## config.mk

```make
export PLATFORM = sky130hd
export DESIGN_NAME = mio_arbiter
export DESIGN_NICKNAME = d
export VERILOG_FILES = /design/src/rtl/mio_arbiter.sv
export SDC_FILE = /design/constraint.sdc
export NUM_CORES = 1
export LEC_CHECK = 0
export BUFFER_PORTS_ARGS = -buffer_cell sky130_fd_sc_hd__buf_2
export CORE_MARGIN = 2
export CORE_UTILIZATION = 48
export CTS_BUF_LIST = sky130_fd_sc_hd__clkbuf_2
export DETAILED_ROUTE_END_ITERATION = 8
export PLACE_DENSITY = 0.94
export SLEW_MARGIN = 20
export SYNTH_ARGS = -nofsm -noshare
export SYNTH_HDL_FRONTEND = slang
export SYNTH_SLANG_ARGS = --single-unit
```

## constraint.sdc

```tcl
create_clock -name clk -period 5.1 [get_ports clk]
set_input_delay 0.765 -clock clk [delete_from_list [all_inputs] [get_ports clk]]
set_output_delay 0.765 -clock clk [all_outputs]
set_load 0.01 [all_outputs]
```

## src/rtl/mio_arbiter.sv

```systemverilog
// rtl/mio_arbiter.sv - two-master arbiter for the shared memory/IO port
// Optional build macro: MIO_ARB_CPU_PRIORITY_EN (CPU wins every tie in IDLE;
// round-robin between the two masters when undefined).
module mio_arbiter #(
    parameter int AW      = 32,
    parameter int DW      = 32,
    parameter int MEM_LAT = 2
) (
    input  logic          clk,
    input  logic          reset,
    input  logic          m0_req,
    input  logic          m0_we,
    input  logic [AW-1:0] m0_addr,
    input  logic [DW-1:0] m0_wdata,
    output logic [DW-1:0] m0_rdata,
    output logic          m0_ready,
    input  logic          m1_req,
    input  logic          m1_we,
    input  logic [AW-1:0] m1_addr,
    input  logic [DW-1:0] m1_wdata,
    output logic [DW-1:0] m1_rdata,
    output logic          m1_ready,
    output logic          mem_en,
    output logic          mem_we,
    output logic [AW-1:0] mem_addr,
    output logic [DW-1:0] mem_wdata,
    input  logic [DW-1:0] mem_rdata,
    output logic [1:0]    grant,
    output logic [1:0]    state_out
);

    typedef enum logic [1:0] {
        ST_IDLE   = 2'b00,
        ST_ACCESS = 2'b01,
        ST_DONE   = 2'b10
    } state_t;

    // Counter reload: lat_cnt counts down to zero over MEM_LAT enabled cycles.
    localparam logic [3:0] LAT_LOAD = 4'(MEM_LAT - 1);

    state_t        r_state;
    state_t        w_state_nxt;
    logic [3:0]    r_lat_cnt;
    logic [3:0]    w_lat_cnt_nxt;
    logic          r_last_grant;     // 0 = master 0 served last, 1 = master 1
    logic          w_last_grant_nxt;

    logic          r_mem_en;
    logic          r_mem_we;
    logic [AW-1:0] r_mem_addr;
    logic [DW-1:0] r_mem_wdata;
    logic [1:0]    r_grant;
    logic          r_m0_ready;
    logic          r_m1_ready;
    logic [DW-1:0] r_m0_rdata;
    logic [DW-1:0] r_m1_rdata;

    logic          w_mem_en_nxt;
    logic          w_mem_we_nxt;
    logic [AW-1:0] w_mem_addr_nxt;
    logic [DW-1:0] w_mem_wdata_nxt;
    logic [1:0]    w_grant_nxt;
    logic          w_m0_ready_nxt;
    logic          w_m1_ready_nxt;
    logic [DW-1:0] w_m0_rdata_nxt;
    logic [DW-1:0] w_m1_rdata_nxt;

    logic          w_req_any;
    logic          w_pick_m1;

    assign w_req_any = m0_req | m1_req;

`ifdef MIO_ARB_CPU_PRIORITY_EN
    // Fixed priority: master 1 only wins when the CPU is not asking.
    always_comb begin
        w_pick_m1 = ~m0_req & m1_req;
    end
`else
    // Round-robin: on a tie, serve whichever master did not go last.
    always_comb begin
        w_pick_m1 = 1'b0;
        if (m0_req && m1_req) begin
            w_pick_m1 = ~r_last_grant;
        end else begin
            w_pick_m1 = m1_req;
        end
    end
`endif

    // State register.
    always_ff @(posedge clk or posedge reset) begin
        if (reset) begin
            r_state <= ST_IDLE;
        end else begin
            r_state <= w_state_nxt;
        end
    end

    // Next-state and next-output decode; every output is registered below.
    always_comb begin
        w_state_nxt      = r_state;
        w_lat_cnt_nxt    = r_lat_cnt;
        w_last_grant_nxt = r_last_grant;
        w_mem_en_nxt     = r_mem_en;
        w_mem_we_nxt     = r_mem_we;
        w_mem_addr_nxt   = r_mem_addr;
        w_mem_wdata_nxt  = r_mem_wdata;
        w_grant_nxt      = r_grant;
        w_m0_ready_nxt   = 1'b0;
        w_m1_ready_nxt   = 1'b0;
        w_m0_rdata_nxt   = r_m0_rdata;
        w_m1_rdata_nxt   = r_m1_rdata;

        case (r_state)
            ST_IDLE: begin
                w_mem_en_nxt = 1'b0;
                w_mem_we_nxt = 1'b0;
                w_grant_nxt  = 2'b00;
                if (w_req_any) begin
                    // Latch the winner's command so later changes on its
                    // request lines cannot disturb the access in flight.
                    w_mem_en_nxt     = 1'b1;
                    w_lat_cnt_nxt    = LAT_LOAD;
                    w_last_grant_nxt = w_pick_m1;
                    w_state_nxt      = ST_ACCESS;
                    if (w_pick_m1) begin
                        w_mem_we_nxt    = m1_we;
                        w_mem_addr_nxt  = m1_addr;
                        w_mem_wdata_nxt = m1_wdata;
                        w_grant_nxt     = 2'b10;
                    end else begin
                        w_mem_we_nxt    = m0_we;
                        w_mem_addr_nxt  = m0_addr;
                        w_mem_wdata_nxt = m0_wdata;
                        w_grant_nxt     = 2'b01;
                    end
                end
            end

            ST_ACCESS: begin
                if (r_lat_cnt != 4'd0) begin
                    w_lat_cnt_nxt = r_lat_cnt - 4'd1;
                end else begin
                    // Last enabled cycle: mem_rdata is valid right now.
                    if (r_grant[1]) begin
                        w_m1_ready_nxt = 1'b1;
                        if (!r_mem_we) begin
                            w_m1_rdata_nxt = mem_rdata;
                        end
                    end else begin
                        w_m0_ready_nxt = 1'b1;
                        if (!r_mem_we) begin
                            w_m0_rdata_nxt = mem_rdata;
                        end
                    end
                    w_mem_en_nxt = 1'b0;
                    w_mem_we_nxt = 1'b0;
                    w_grant_nxt  = 2'b00;
                    w_state_nxt  = ST_DONE;
                end
            end

            ST_DONE: begin
                // Bubble so a master that just saw ready can drop its request
                // before IDLE samples again.
                w_state_nxt = ST_IDLE;
            end

            default: begin
                w_state_nxt  = ST_IDLE;
                w_mem_en_nxt = 1'b0;
                w_mem_we_nxt = 1'b0;
                w_grant_nxt  = 2'b00;
            end
        endcase
    end

    // Registered datapath, counter and port outputs.
    always_ff @(posedge clk or posedge reset) begin
        if (reset) begin
            r_lat_cnt    <= 4'd0;
            r_last_grant <= 1'b1;
            r_mem_en     <= 1'b0;
            r_mem_we     <= 1'b0;
            r_mem_addr   <= '0;
            r_mem_wdata  <= '0;
            r_grant      <= 2'b00;
            r_m0_ready   <= 1'b0;
            r_m1_ready   <= 1'b0;
            r_m0_rdata   <= '0;
            r_m1_rdata   <= '0;
        end else begin
            r_lat_cnt    <= w_lat_cnt_nxt;
            r_last_grant <= w_last_grant_nxt;
            r_mem_en     <= w_mem_en_nxt;
            r_mem_we     <= w_mem_we_nxt;
            r_mem_addr   <= w_mem_addr_nxt;
            r_mem_wdata  <= w_mem_wdata_nxt;
            r_grant      <= w_grant_nxt;
            r_m0_ready   <= w_m0_ready_nxt;
            r_m1_ready   <= w_m1_ready_nxt;
            r_m0_rdata   <= w_m0_rdata_nxt;
            r_m1_rdata   <= w_m1_rdata_nxt;
        end
    end

    assign mem_en    = r_mem_en;
    assign mem_we    = r_mem_we;
    assign mem_addr  = r_mem_addr;
    assign mem_wdata = r_mem_wdata;
    assign grant     = r_grant;
    assign m0_ready  = r_m0_ready;
    assign m1_ready  = r_m1_ready;
    assign m0_rdata  = r_m0_rdata;
    assign m1_rdata  = r_m1_rdata;
    assign state_out = r_state;

endmodule

```

==> flow_summary.json <==
{
  "outcome": "complete, no violations",
  "globalplace.congestion": 0.8400,
  "nFillCells": 964,
  "routed_wl_mm": 15.24,
  "cts_tree": "built",
  "path_buf_inv": 1,
  "io_pins": 302,
  "fin_tns_setup_ns": 0,
  "syn_area_per_cell_um2": 15.68,
  "instances_no_fill": 886,
  "drtPass1Iterations": 4,
  "overflow": 0,
  "setup_viol": 0,
  "finalClockSkew_ns": 0.02708,
  "dr_wl_met2_mm": 8.229,
  "p_switching_uw": 1737,
  "finalCriticalPeriod_ns": 2.402,
  "synth-async-reset-ratio_pct": 100.0,
  "clock.fmax_mhz": 416.4,
  "maxSlewViolCount": 0,
  "drive_above_1_share_pct": 74.89,
  "p_int_uw": 3149,
  "hold_violations": 0,
  "synth_seq_cells": 141,
  "cts_resized": 0,
  "grt_max_degree": 98,
  "swShare_pct": 35.55,
  "crit_type": "reg2reg",
  "synth_top_family_by_area": "multiplexers",
  "hold_ws_ns": 0.2060,
  "drc": 0,
  "startpoint_type": "flip-flop",
  "clk_latency_ns": 0.70,
  "worst_slew_pin_slew_ns": 0.8581,
  "cts_buffers": 17,
  "synthXorXnorAreaFrac_pct": 0,
  "cp-end-kind": "flip-flop",
  "io_buffers": 301,
  "synth_warnings": 0,
  "ys_seq_area_share_pct": 56.54,
  "fin_crit_sh_pct": 47.09,
  "ff2ff_path_depth": 5,
  "p_leak_uw": 0.004063,
  "vias_per_cell": 4.967,
  "root_buffer": "clkbuf_2",
  "path_delay_family": "simple AND/OR/NAND/NOR gates",
  "timing.rr.end": "m0_rdata[3]",
  "met3_length_um": 730,
  "syn-cell-area_um2": 6242,
  "rsz0062_at_grt": "false",
  "grt_antenna_before_repair": 1,
  "synth_compound_area_share_pct": 1.423,
  "seq_power_share_pct": 40.7,
  "cts.sink_count": 141,
  "clk_pin_slew_ns": 0.21,
  "wl_per_cell_um": 17.20,
  "crit_cells": 5,
  "crit_required_ns": 5.69,
  "hold_buffers": 0,
  "yosys.area_share.adder_pct": 0.4009,
  "post_cts_buffers": 0,
  "crit_end": "m0_rdata[3]",
  "vdd_ir_drop_max_v": 0.0003060,
  "dp.cells": 853,
  "crit_start": "r_lat_cnt[0]",
  "fp.dieH_um": 118.0,
  "critical_path.max_fanout": 32,
  "clk_path_buf_depth": 2,
  "nets": 868,
  "start_util_pct": 49.26,
  "synthMuxAreaShare_pct": 37.26,
  "die_area_um2": 13930,
  "pwr-share-comb_pct": 45.3,
  "first_iter_violations": 206,
  "r2r_slack_ns": 2.70,
  "drtAntennaViolNets": 0,
  "hpwlAfterDp_mm": 11.28,
  "fin_total_pwr_uw": 4886,
  "synth_cell_types": 31,
  "fp.dieW_um": 118.0,
  "hold_class": "in2async",
  "maxSlewHeadroom_pct": 42.79,
  "syn_nets": 566,
  "power_density_nw_per_um2": 601.3,
  "grt_usage_pct": 22.45,
  "m1WireLength_mm": 6.005,
  "timing.rr.start": "r_lat_cnt[0]",
  "critPathMaxStageDelay_ns": 0.75,
  "maxCapViolations": 0,
  "clkPwrFrac_pct": 14.0,
  "h-tree-depth": 4,
  "grt_pass1_wl_mm": 24.24,
  "num_vias": 4401,
  "synth-simple-area-share_pct": 1.784,
  "crit_slowest_cell": "or4_4",
  "area_growth_syn_to_layout_pct": 30.19,
  "routed.top_layer": "met4",
  "cp_data_arrival_time_ns": 2.99,
  "grt_pass1_vias": 4704,
  "synth_flop_cell": "dfrtp_1",
  "crit_chain": "inv_1 > ha_1 > or3b_1 > or4_4 > mux2_4",
  "synth_edf_count": 0,
  "rows": 41,
  "syn_inst": 398,
  "core_region_area_um2": 12670
}
==> state kept, by name (all words and copies together), names as in the netlist <==
| signal | count |
|---|---|
| m0_rdata | 32 |
| m1_rdata | 32 |
| mem_addr | 32 |
| mem_wdata | 32 |
| r_lat_cnt | 4 |
| grant | 2 |
| state_out | 2 |
| m0_ready | 1 |
| m1_ready | 1 |
| mem_en | 1 |
| mem_we | 1 |
| r_last_grant | 1 |
==> how the worst min path moves through the flow <==
stage,to,depth (start not counted),startpoint,slack [ns]
6_report,mem_addr[3],2,reset,0.21
5_1_grt,m0_rdata[18],2,reset,0.15
4_1_cts,mem_addr[7],2,reset,0.16
3_5_place_dp,grant[0],1,grant[0],0.48
3_3_place_gp,mem_en,1,mem_en,0.46
2_1_floorplan,r_lat_cnt[3],1,r_lat_cnt[3],0.46
==> cell usage after synthesis (2+ instances only) <==
master,number,share of area [%]
nor3_1,2,0.16
buf_2,9,0.72
mux2i_1,4,0.64
o21ai_0,6,0.48
nor2_1,4,0.24
clkbuf_1,9,0.54
nand2b_1,2,0.20
dfrtp_1,140,56
nand3_1,3,0.24
o2bb2ai_1,2,0.28
inv_1,3,0.18
mux2_2,163,29
buf_12,3,0.96
ha_1,2,0.40
mux2_4,30,7.2
==> area by class of cell <==
cell class / count / area, um^2 / area share (%)
diodes: 1 / 2.502 / 0.03079
clock buffers: 17 / 85.08 / 1.047
clock inverters: 15 / 171.4 / 2.109
inverters: 3 / 16.27 / 0.2002
multi-input cells: 232 / 2570 / 31.62
flip-flops and latches: 141 / 3530 / 43.43
well taps: 172 / 215.2 / 2.648
repair buffers: 305 / 1536 / 18.91
==> logic make-up after synthesis <==
kind of cell | after synthesis
buffers and inverters | 25
adders and majority gates | 2
DFF | 141
muxes | 197
and+or+nand+nor | 19
AOI/OAI and AO/OA | 14
==> routing by layer <==
layer / track usage [%] / up-vias
li1: - / 2040
met1: 25.47 / 2185
met2: 40.88 / 152
met3: 6.105 / 24
met4: 7.154 / 0
met5: 0 / -
==> worst reg2reg max path, stage by stage, from the launching register on <==
cell and delay (ns):
dfrtp_1 0.42, inv_1 0.11, ha_1 0.16, or3b_1 0.46, or4_4 0.75, mux2_4 0.43
==> layout by cell type, fill, tap and decap left out, types with 2 or more instances in the layout <==
cell type / n
inv_6: 2
mux2_2: 163
nor2_1: 3
buf_2: 301
clkinv_1: 2
dfrtp_1: 140
nor3_1: 2
inv_1: 2
clkbuf_2: 17
o2bb2ai_1: 2
nand3_1: 3
mux2_4: 30
clkinv_4: 4
o21ai_0: 6
buf_4: 4
bufinv_16: 3
clkinvlp_4: 2
mux2i_1: 4
ha_1: 2
clkinv_2: 3
nand2b_1: 2
==> stage by stage <==
step	worst slack, ns	utilization (%)	instance area, um^2
after global routing	2.620	64.14	8127
after global placement	2.558	62.09	7868
after CTS	2.698	64.12	8124
after detailed placement	2.502	62.09	7868
final	2.698	64.14	8127
after floorplan	0.5554	-	6242
==> power groups by stage <==
stage,registers (uW),clock network [uW],logic [uW]
finish,1990,683,2210
global route,2060,765,2370
CTS,1990,708,2240
detailed placement,2010,0,2230
global placement,1980,0,2160
floorplan,2250,0,1140
(Power assumes the default switching activity.)
